`src/rtl/rr_arb_mux.sv`:
```
// rr_arb_mux: N:1 round-robin arbitrated multiplexer with valid/ready on every
// input and a registered one-beat output buffer (latency 1, full throughput).
//
// Optional build macro: RR_ARB_MUX_LOCK_EN
//   Adds in_last / out_last. A transfer with in_last=0 locks the grant to its
//   channel until that channel transfers a beat with in_last=1.
//
// in_ready depends combinationally on out_ready; consumers must not derive
// out_ready from in_ready.
module rr_arb_mux #(
  parameter  int WIDTH  = 32,
  parameter  int NUM_CH = 4,
  localparam int SEL_W  = $clog2(NUM_CH)
) (
  input  logic                    clk,
  input  logic                    rst,
  input  logic [NUM_CH*WIDTH-1:0] in_data,
  input  logic [NUM_CH-1:0]       in_valid,
  output logic [NUM_CH-1:0]       in_ready,
`ifdef RR_ARB_MUX_LOCK_EN
  input  logic [NUM_CH-1:0]       in_last,
  output logic                    out_last,
`endif
  output logic [WIDTH-1:0]        out_data,
  output logic                    out_valid,
  input  logic                    out_ready,
  output logic [SEL_W-1:0]        out_sel
);

  logic             out_valid_q, out_valid_d;
  logic [WIDTH-1:0] out_data_q,  out_data_d;
  logic [SEL_W-1:0] out_sel_q,   out_sel_d;
  logic [SEL_W-1:0] ptr_q,       ptr_d;

  logic             load_en;
  logic             rr_found;
  logic [SEL_W-1:0] rr_idx;
  logic [SEL_W:0]   scan_sum;
  logic [SEL_W-1:0] scan_idx;
  logic             grant_found;
  logic [SEL_W-1:0] grant_idx;
  logic [SEL_W-1:0] grant_next;
  logic [WIDTH-1:0] grant_data;
  logic             xfer;

`ifdef RR_ARB_MUX_LOCK_EN
  logic             lock_q,     lock_d;
  logic [SEL_W-1:0] lock_ch_q,  lock_ch_d;
  logic             out_last_q, out_last_d;
`endif

  assign load_en = !out_valid_q || out_ready;

  // Round-robin scan: first valid channel starting at ptr, wrapping modulo NUM_CH.
  always_comb begin
    rr_found = 1'b0;
    rr_idx   = '0;
    scan_sum = '0;
    scan_idx = '0;
    for (int k = 0; k < NUM_CH; k++) begin
      scan_sum = {1'b0, ptr_q} + (SEL_W+1)'(k);
      if (scan_sum >= (SEL_W+1)'(NUM_CH)) begin
        scan_sum = scan_sum - (SEL_W+1)'(NUM_CH);
      end
      scan_idx = scan_sum[SEL_W-1:0];
      if (!rr_found && in_valid[scan_idx]) begin
        rr_found = 1'b1;
        rr_idx   = scan_idx;
      end
    end
  end

  // Final grant: a held lock overrides the round-robin choice.
  always_comb begin
    grant_found = rr_found;
    grant_idx   = rr_idx;
`ifdef RR_ARB_MUX_LOCK_EN
    if (lock_q) begin
      grant_found = in_valid[lock_ch_q];
      grant_idx   = lock_ch_q;
    end
`endif
  end

  assign xfer       = grant_found && load_en && !rst;
  assign grant_next = (grant_idx == SEL_W'(NUM_CH-1)) ? '0 : grant_idx + SEL_W'(1);

  // Granted channel's data, selected by comparison to keep index widths exact.
  always_comb begin
    grant_data = '0;
    for (int i = 0; i < NUM_CH; i++) begin
      if (grant_idx == SEL_W'(i)) begin
        grant_data = in_data[i*WIDTH +: WIDTH];
      end
    end
  end

  // One-hot ready to the granted channel when the output buffer can load.
  always_comb begin
    in_ready = '0;
    if (xfer) begin
      in_ready[grant_idx] = 1'b1;
    end
  end

  // Next-state for the output buffer, pointer and lock.
  always_comb begin
    out_valid_d = out_valid_q;
    out_data_d  = out_data_q;
    out_sel_d   = out_sel_q;
    ptr_d       = ptr_q;
`ifdef RR_ARB_MUX_LOCK_EN
    lock_d      = lock_q;
    lock_ch_d   = lock_ch_q;
    out_last_d  = out_last_q;
`endif
    if (load_en) begin
      out_valid_d = grant_found;
    end
    if (xfer) begin
      out_data_d = grant_data;
      out_sel_d  = grant_idx;
`ifdef RR_ARB_MUX_LOCK_EN
      out_last_d = in_last[grant_idx];
      lock_d     = !in_last[grant_idx];
      lock_ch_d  = grant_idx;
      if (in_last[grant_idx]) begin
        ptr_d = grant_next;
      end
`else
      ptr_d = grant_next;
`endif
    end
  end

  // State registers with synchronous reset; reset drops any held beat.
  always_ff @(posedge clk) begin
    if (rst) begin
      out_valid_q <= 1'b0;
      out_data_q  <= '0;
      out_sel_q   <= '0;
      ptr_q       <= '0;
`ifdef RR_ARB_MUX_LOCK_EN
      lock_q      <= 1'b0;
      lock_ch_q   <= '0;
      out_last_q  <= 1'b0;
`endif
    end else begin
      out_valid_q <= out_valid_d;
      out_data_q  <= out_data_d;
      out_sel_q   <= out_sel_d;
      ptr_q       <= ptr_d;
`ifdef RR_ARB_MUX_LOCK_EN
      lock_q      <= lock_d;
      lock_ch_q   <= lock_ch_d;
      out_last_q  <= out_last_d;
`endif
    end
  end

  assign out_valid = out_valid_q;
  assign out_data  = out_data_q;
  assign out_sel   = out_sel_q;
`ifdef RR_ARB_MUX_LOCK_EN
  assign out_last  = out_last_q;
`endif

endmodule

```
`config.mk`:
```
export PLATFORM = sky130hd
export DESIGN_NAME = rr_arb_mux
export DESIGN_NICKNAME = d
export VERILOG_FILES = /design/src/rtl/rr_arb_mux.sv
export SDC_FILE = /design/constraint.sdc
export NUM_CORES = 1
export LEC_CHECK = 0
export ABC_AREA = 1
export CORE_MARGIN = 10
export CORE_UTILIZATION = 30
export CTS_BUF_LIST = sky130_fd_sc_hd__clkbuf_8 sky130_fd_sc_hd__clkbuf_16
export DETAILED_ROUTE_END_ITERATION = 10
export PLACE_DENSITY_LB_ADDON = 0.3
export SLEW_MARGIN = 20
export SYNTH_ARGS = -nofsm -noshare
export SYNTH_HDL_FRONTEND = slang
export SYNTH_SLANG_ARGS = --single-unit
```
`constraint.sdc`:
```
create_clock -name clk -period 5.1 [get_ports clk]
set_input_delay 0.765 -clock clk [delete_from_list [all_inputs] [get_ports clk]]
set_output_delay 0.765 -clock clk [all_outputs]
set_load 0.03 [all_outputs]
```
# Yosys cells after proc, flatten, opt, wreduce, memory -nomap -nowiden
# Index checks and enable logic that the tools add are counted.
dict set report classes {
  n_addsub 8
  order_cmp 10
  n_eq_ne 3
  n_mux 28
  n_reduce_logical 13
}
# cell n
set op_table {}
lappend op_table {{$mux W32} 4}
lappend op_table {{$mux W2} 9}
lappend op_table {{$lt A2 B3 Y1 const B} 5}
lappend op_table {{$ge A3 B3 Y1 const B} 3}
lappend op_table {{$mux W1} 9}
lappend op_table {{$bmux W1 S2} 4}
lappend op_table {{$sub A2 B1 Y2 const B} 4}
lappend op_table {{$add A2 B2 Y3 const B} 2}
lappend op_table {{$logic_and A1 B1 Y1} 6}
lappend op_table {{$logic_not A1 Y1} 5}
lappend op_table {{$eq A2 B2 Y1 const B} 2}
lappend op_table {{$mux W4} 1}
lappend op_table {{$add A2 B1 Y3 const B} 1}
lappend op_table {{$ge A2 B3 Y1 const B} 1}
lappend op_table {{$add A2 B1 Y2 const B} 1}
lappend op_table {{$demux W1 S2} 1}
lappend op_table {{$eq A2 B1 Y1 const B} 1}
lappend op_table {{$ge A2 B1 Y1 const B} 1}
lappend op_table {{$logic_not A2 Y1} 1}
lappend op_table {{$logic_or A1 B1 Y1} 1}
dict set report word_totals {
  regBits 37
  elab_cells 66
}

# Depth between registers and ports, before layout
# Gate-level depths: netlist (run 1).
dict set report logic_depth {
  ltp_word 19
  ltp_mapped 20
  mapped_depth_nobuf 18
}

# Worst setup path before layout (run 1)
# OpenSTA, ideal clock, no wires.
dict set report synth_timing {
  path_type {input -> output}
  startpoint {input port in_valid[3]}
  endpoint {output port in_ready[1]}
  arrival_ns 2.638
  required_time_ns 4.335
  setup_slack_ns 1.697
  stages 14
  n_path_buf 2
  cell_sequence {inv_1 -> nand2_2 -> nand3_1 -> nand2_2 -> nor2_8 -> nand3_1 -> nand2_1 -> nand2_1 -> inv_1 -> ha_1 -> clkbuf_1 -> clkbuf_1 -> inv_1 -> nor2_1}
}
dict set report synth_between {
  elab_chain_len 17
  word_cells_on_any_way 30
  classes_between {order compare: 2; mux: 19; reduce/logical: 9}
}
# element line
set synth_lines {}
lappend synth_lines {{start: declaration} 18} ;# input logic [NUM_CH-1:0] in_valid,
lappend synth_lines {{$bmux W1 S2} 66} ;# if (!rr_found && in_valid[scan_idx]) begin
lappend synth_lines {{$mux W1 (not written as such)} 66}
lappend synth_lines {{$mux W1} 66}
lappend synth_lines {{$logic_not A1 Y1} 66}
lappend synth_lines {{$logic_and A1 B1 Y1} 66}
lappend synth_lines {{$mux W1} 66}
lappend synth_lines {{$logic_not A1 Y1} 66}
lappend synth_lines {{$logic_and A1 B1 Y1} 66}
lappend synth_lines {{(+2 left out)} --}
lappend synth_lines {{$logic_and A1 B1 Y1} 66}
lappend synth_lines {{$mux W2 *} 66}
lappend synth_lines {{named net grant_idx[0]} 41} ;# logic [SEL_W-1:0] grant_idx;
lappend synth_lines {{$lt A2 B3 Y1 (not written as such) or $ge A2 B1 Y1 (tied branches)} 102} ;# in_ready[grant_idx] = 1'b1;
lappend synth_lines {{$logic_and A1 B1 Y1 (not written as such)} 102}
lappend synth_lines {{$mux W1 (not written as such)} 102}
lappend synth_lines {{$demux W1 S2 *} 102}
lappend synth_lines {{$mux W4 *} 101} ;# if (xfer) begin
lappend synth_lines {{end: declaration} 19} ;# output logic [NUM_CH-1:0] in_ready,
# The timed path passes the listed nets; every way through them passes the cells marked *. The select of a mux whose other input is x is not followed.

# Worst setup path after layout (run 1)
dict set report layout_timing {
  startpoint {input port in_valid[2]}
  endpoint {output port in_ready[2]}
}
# Same word-level chain as after synthesis.

==> impl_metrics.yaml, run 1 <==
yosys:
  seq_area_frac_synth: 0.258
  yosysWarningCount: 0
  syn_area_per_cell_um2: 6.86
  synth-seq-cells: 37
  synth_fp_nets: 557
  muxShareOfSynthArea: 0
  synthCells: 418
  synth_xor_area_frac: 0
  synth_top_family_by_area: "simple AND/OR/NAND/NOR gates"
  synth-compound-area-share: 0.260
  synth-simple-area-share: 0.360
  synth_adder_area_share: 0.0174
  yosysUniqueCellTypes: 30
  synth_area_um2: 2870
placed_design:
  dp_cells: 692
  postPlaceCellArea_um2: 4570
  routabilityCongestion: 0.851
  dp_hpwl_mm: 8.71
  place_ws_ns: 1.03
  numPortBuffers: 173
pwr:
  pwr-share-comb: 0.769
  powerDensity_nw_per_um2: 686
  p_sw_frac: 0.545
  intPower_mw: 1.47
  power_leakage_nw: 2.08
  p_clk_frac: 0.085
  share_seq_of_total_power: 0.146
  p_switching_mw: 1.76
  ir_drop_mv: 0.428
detailed_routing:
  post-route-drc-count: 0
  vias: 3340
  drt.antenna.violating_nets: 0
  drt_wl_total_mm: 11.2
  wl_per_cell_um: 16.1
  via_per_inst: 4.77
  drt_iter0_drc: 190
  dr.pass1.iters: 4
timing:
  finalSetupTns_ns: 0
  fin_skew_ns: 0.00458
  period_minus_slack_ns: 4.06
  fmax_ghz: 0.246
  setup_ws_ns: 1.04
  maxSlewHeadroom: 0.404
  finalCritPeriodShare: 0.796
  final-setup-viol-count: 0
  slew_violations: 0
  tightest_slew_ns: 0.894
  rsz0062_at_grt: "false"
  hold_viol: 0
setup_path:
  critPathLaunchType: "input pin"
  critPathKind: "input pin to output port"
  path_cells: "clkdlybuf4s50_1 -> inv_1 -> nand2_1 -> nand3_1 -> nand2_2 -> nor2_8 -> nand3_1 -> nand3_1 -> nand2_1 -> inv_1 -> ha_1 -> inv_1 -> nor2_1 -> buf_4"
  endpoint_kind: "output port"
  crit_fanout: 33
  cp.required_ns: 4.34
  cp_slowest_stage_delay_ns: 0.65
  arrival_ns: 3.29
  slowest_stage: "inv_1"
finish:
  drive_gt1_frac: 0.159
  final_area_um2: 4690
  nets: 709
  syn2layout_area_growth_pct: 63.6
  final_cells: 700
  diodes: 0
  fin_util: 0.506
cts:
  cts_buffer_depth: 2
  clock-sinks: 37
  tritoncts: "done"
  h-tree-depth: 2
  clkTransAtPathRegs_ns: 0.07
  ctsHoldBuffers: 0
  clock_latency_ns: 0.29
  post_cts_resized: 0
  root_buffer: "clkbuf_8"
  cts_setup_buffers: 0
  numCtsBuffers: 5
global_route:
  antenna_found_initial: 0
  grt_pass1_wl_mm: 17.4
  overflow: 0
  first_global_vias: 3397
  grtUsageTotal: 0.152
  grt_max_degree: 65
floorplan:
  fp-row-count: 35
  core_area_um2: 9280
  die_area_um2: 13900
  pin_count: 174
  die_width_um: 118
  die_h_um: 118
  start_util: 0.309
status:
  outcome: "finished clean"
run:
  maxCapViolations: 0
min_path:
  hold_class: "register to register"
==> cell usage after synthesis, drive strengths merged <==
library cell	number	area [µm²]
o21a	1	7.51
a31oi	1	6.26
nor2	13	65.1
dfxtp	37	741
o21ai	34	174
a21oi	34	174
inv	18	75.1
buf	17	163
o211ai	32	385
nand3	42	228
nand4	1	6.26
clkinv	1	3.75
nand2	168	734
ha	4	50.1
clkbuf	15	56.3
==> path summary, 6_finish.rpt <==
kind	from	endpoint	slack [ns]	cells after the start
max	in_valid[2]	in_ready[2]	1.04	14
min	out_data[30]	out_data[30]	0.48	2
min reg2reg	out_data[30]	out_data[30]	0.48	2
max reg2reg	ptr_q[0]	out_data[18]	1.88	19
==> sequential cells by signal, indices dropped and copies added (netlist names) <==
register,cells
out_data,32
out_valid,1
out_sel,2
ptr_q,2
==> critical path, delay by kind of cell <==
family / cells / cell delay (ns)
AND/OR/NAND/NOR: 8 / 0.83
adder cells (fa/ha/maj): 1 / 0.20
buffers and inverters: 5 / 1.48
==> cells in the final DEF (no fill, tap or decap), drive strengths merged <==
| cell type | n |
|---|---|
| clkinvlp | 1 |
| nand3 | 42 |
| ha | 4 |
| o21ai | 34 |
| a21oi | 34 |
| o21a | 1 |
| inv | 19 |
| nand4 | 1 |
| dfxtp | 37 |
| nand2 | 168 |
| o211ai | 32 |
| buf | 5 |
| bufinv | 1 |
| a31oi | 1 |
| clkbuf | 6 |
| clkdlybuf4s50 | 172 |
| nor2 | 13 |
==> power by group through the flow <==
stage,clock network (mW),registers [mW],logic (mW)
2_1_floorplan,0,0.653,1.66
3_3_place_gp,0,0.471,2.47
3_5_place_dp,0,0.476,2.50
4_1_cts,0.280,0.471,2.51
5_1_grt,0.290,0.485,2.77
6_report,0.273,0.470,2.48
==> metal layers <==
layer	global-route usage	vias up	share of wire	wire length (µm)
li1	-	1694	-	-
met1	0.161	1534	0.39	4430
met2	0.272	102	0.52	5790
met3	0.0614	10	0.080	895
met4	0.0340	0	0.011	127
met5	0	-	0	0
==> cells by family after synthesis <==
| kind of cell | after synthesis |
|---|---|
| and+or+nand+nor | 224 |
| buffers and inverters | 51 |
| AOI/OAI and AO/OA | 102 |
| DFF | 37 |
| adders and majority gates | 4 |
==> area by class of cell <==
class	instances	area [µm²]
clock buffers	6	82.6
clock inverters	2	37.5
fillers	961	4590
inverters	19	78.8
multi-input cells	330	1830
flip-flops and latches	37	741
well taps	129	161
repair buffers	177	1760
==> metrics by stage <==
stage          power (mW)  hold WS [ns]
6_report             3.22         0.483
5_1_grt              3.54         0.515
4_1_cts              3.26         0.483
3_5_place_dp         2.98         0.470
3_3_place_gp         2.94         0.461
2_1_floorplan        2.31         0.503
(Power assumes the default switching activity.)
==> run 2, diff against run 1 <==
- clock period: 5.1 -> 3.53 ns (I/O delays scaled with it)
==> run 2 against run 1 <==
  * Critical path depth is the same
  * Clock-buffer cell count is the same
  * Core utilization rose by 0.49 points
  * Global-route usage up 0.25 points
  * Clock skew is 0.0046 ns higher
  * Largest cell class unchanged
  * Setup slack got worse by 0.82 ns
  * Sequential share of layout area fell by 0.12 points
==> impl_metrics.yaml, run 2 (synthesized netlist as in run 1, its figures left out) <==
setup_path:
  path_cells: "clkdlybuf4s50_1 -> inv_1 -> nand2_1 -> nand3_1 -> nand2_2 -> nor2_8 -> nand3_1 -> nand3_1 -> nand2_1 -> inv_1 -> ha_1 -> clkinvlp_4 -> nor2_1 -> buf_4"
  critPathKind: "input pin to output port"
  arrival_ns: 2.78
  r2r-end: "out_data[8]"
  critPathLaunchType: "input pin"
  critPathTopFamily: "buffers and inverters"
  rrSetupSlack_ns: 0.62
  reg2regPathDepth: 17
  r2r_start: "ptr_q[0]"
  path_buf_inv: 5
  cp.required_ns: 3.00
  crit_fanout: 18
  slowest_stage: "clkdlybuf4s50_1"
  cp_slowest_stage_delay_ns: 0.43
  crit_top_cell: "nand3_1"
  endpoint_kind: "output port"
floorplan:
  die_width_um: 118
  core_area_um2: 9280
  die_area_um2: 13900
  pin_count: 174
  start_util: 0.309
  fp-row-count: 35
  die_h_um: 118
detailed_routing:
  vias: 3334
  via_per_inst: 4.73
  dr.pass1.iters: 4
  post-route-drc-count: 0
  drt_iter0_drc: 127
  drt_wl_total_mm: 11.4
  drt.antenna.violating_nets: 0
  wl_per_cell_um: 16.1
cts:
  ctsHoldBuffers: 0
  numCtsBuffers: 5
  root_buffer: "clkbuf_8"
  tritoncts: "done"
  clkTransAtPathRegs_ns: 0.07
  h-tree-depth: 2
  clock-sinks: 37
  cts_buffer_depth: 2
  clock_latency_ns: 0.29
global_route:
  grt_pass1_wl_mm: 17.7
  grtUsageTotal: 0.154
  antenna_found_initial: 0
  overflow: 0
  first_global_vias: 3458
  grt_max_degree: 65
finish:
  drive_gt1_frac: 0.170
  fin_util: 0.510
  nets: 714
  layout_commonest_cell: "clkdlybuf4s50_1"
  final_area_um2: 4740
  largest_reg_flops: 32
  fillCellCount: 962
  final_cells: 705
  mostFrequentLayoutCells: "clkdlybuf4s50_1, nand2_1, nand3_1"
  syn2layout_area_growth_pct: 65.2
  diodes: 0
status:
  outcome: "finished clean"
pwr:
  power_leakage_nw: 2.13
  p_sw_frac: 0.540
  p_switching_mw: 2.55
  ir_drop_mv: 0.463
  p_clk_frac: 0.082
  pwr-share-comb: 0.774
  powerDensity_nw_per_um2: 996
  share_seq_of_total_power: 0.144
  intPower_mw: 2.17
timing:
  maxSlewHeadroom: 0.465
  final-setup-viol-count: 0
  fin_skew_ns: 0.00921
  period_minus_slack_ns: 3.31
  whs_ns: 0.479
  finalCritPeriodShare: 0.937
  fmax_ghz: 0.302
  finalSetupTns_ns: 0
  hold_viol: 0
  rsz0062_at_grt: "false"
  tightest_slew_ns: 0.803
  slew_violations: 0
placed_design:
  dp_hpwl_mm: 8.95
  dp_cells: 697
  numPortBuffers: 173
  routabilityCongestion: 0.845
  postPlaceCellArea_um2: 4610
min_path:
  min_from: "out_data[30]"
  whs_endpoint: "out_data[30]"
  hold_class: "register to register"
  min_path_cells: 2
run:
  maxCapViolations: 0
[run 2: metrics by stage]
step | setup WS [ns] | total power [mW]
after global routing | 0.0144 | 5.21
after floorplan | 0.598 | 3.34
final | 0.222 | 4.72
after global placement | 0.181 | 4.30
after detailed placement | 0.125 | 4.36
after CTS | 0.0669 | 4.77
[run 2: how the worst max path moves through the flow]
stage,depth (start not counted),start,to
global placement,14,in_valid[3],in_ready[3]
floorplan,14,in_valid[3],in_ready[1]
finish,14,in_valid[2],in_ready[2]
global route,14,in_valid[1],in_ready[2]
CTS,14,ptr_q[0],in_ready[3]
detailed placement,14,in_valid[3],in_ready[3]
[run 2: power groups by stage]
stage                     clock network, mW  registers (mW)  logic (mW)
after CTS                             0.400           0.681        3.69
after floorplan                           0           0.943        2.40
after detailed placement                  0           0.688        3.67
final                                 0.388           0.680        3.65
after global routing                  0.419           0.702        4.08
after global placement                    0           0.681        3.62
[run 2: what timing repair did]
item,4_1_cts,5_1_grt
setup endpoints to repair,0,3
gates resized for setup,0,4
buffers inserted,0,0
endpoints found under the hold margin,0,0
[run 2: layout make-up]
class | count | area, µm² | share of cell area
clock buffer | 6 | 82.6 | 0.0174
sequential | 37 | 742 | 0.157
tap | 129 | 161 | 0.0341
multi-input combinational | 330 | 1830 | 0.387
clock inverter | 2 | 37.5 | 0.00792
timing repair buffer | 182 | 1800 | 0.380
inverter | 19 | 82.6 | 0.0174
[run 2: metal layers]
metal,vias up,global-route usage,wire length (µm)
met2,101,0.288,5910
met5,-,0,0
met3,6,0.0580,883
met1,1518,0.162,4520
met4,0,0.0247,57
li1,1709,-,-
[run 2: worst reg2reg max path: stages, from the launching register on]
cell,delay [ns]
dfxtp_2,0.47
inv_2,0.12
nand2_1,0.09
nand2_2,0.11
nand2_2,0.08
nand2_2,0.09
nor2_8,0.12
nand3_1,0.10
nand3_1,0.09
nand2_1,0.11
inv_1,0.10
ha_1,0.21
clkinvlp_4,0.32
buf_4,0.31
o21ai_0,0.22
nand2_1,0.09
o211ai_2,0.11
nand2_2,0.06
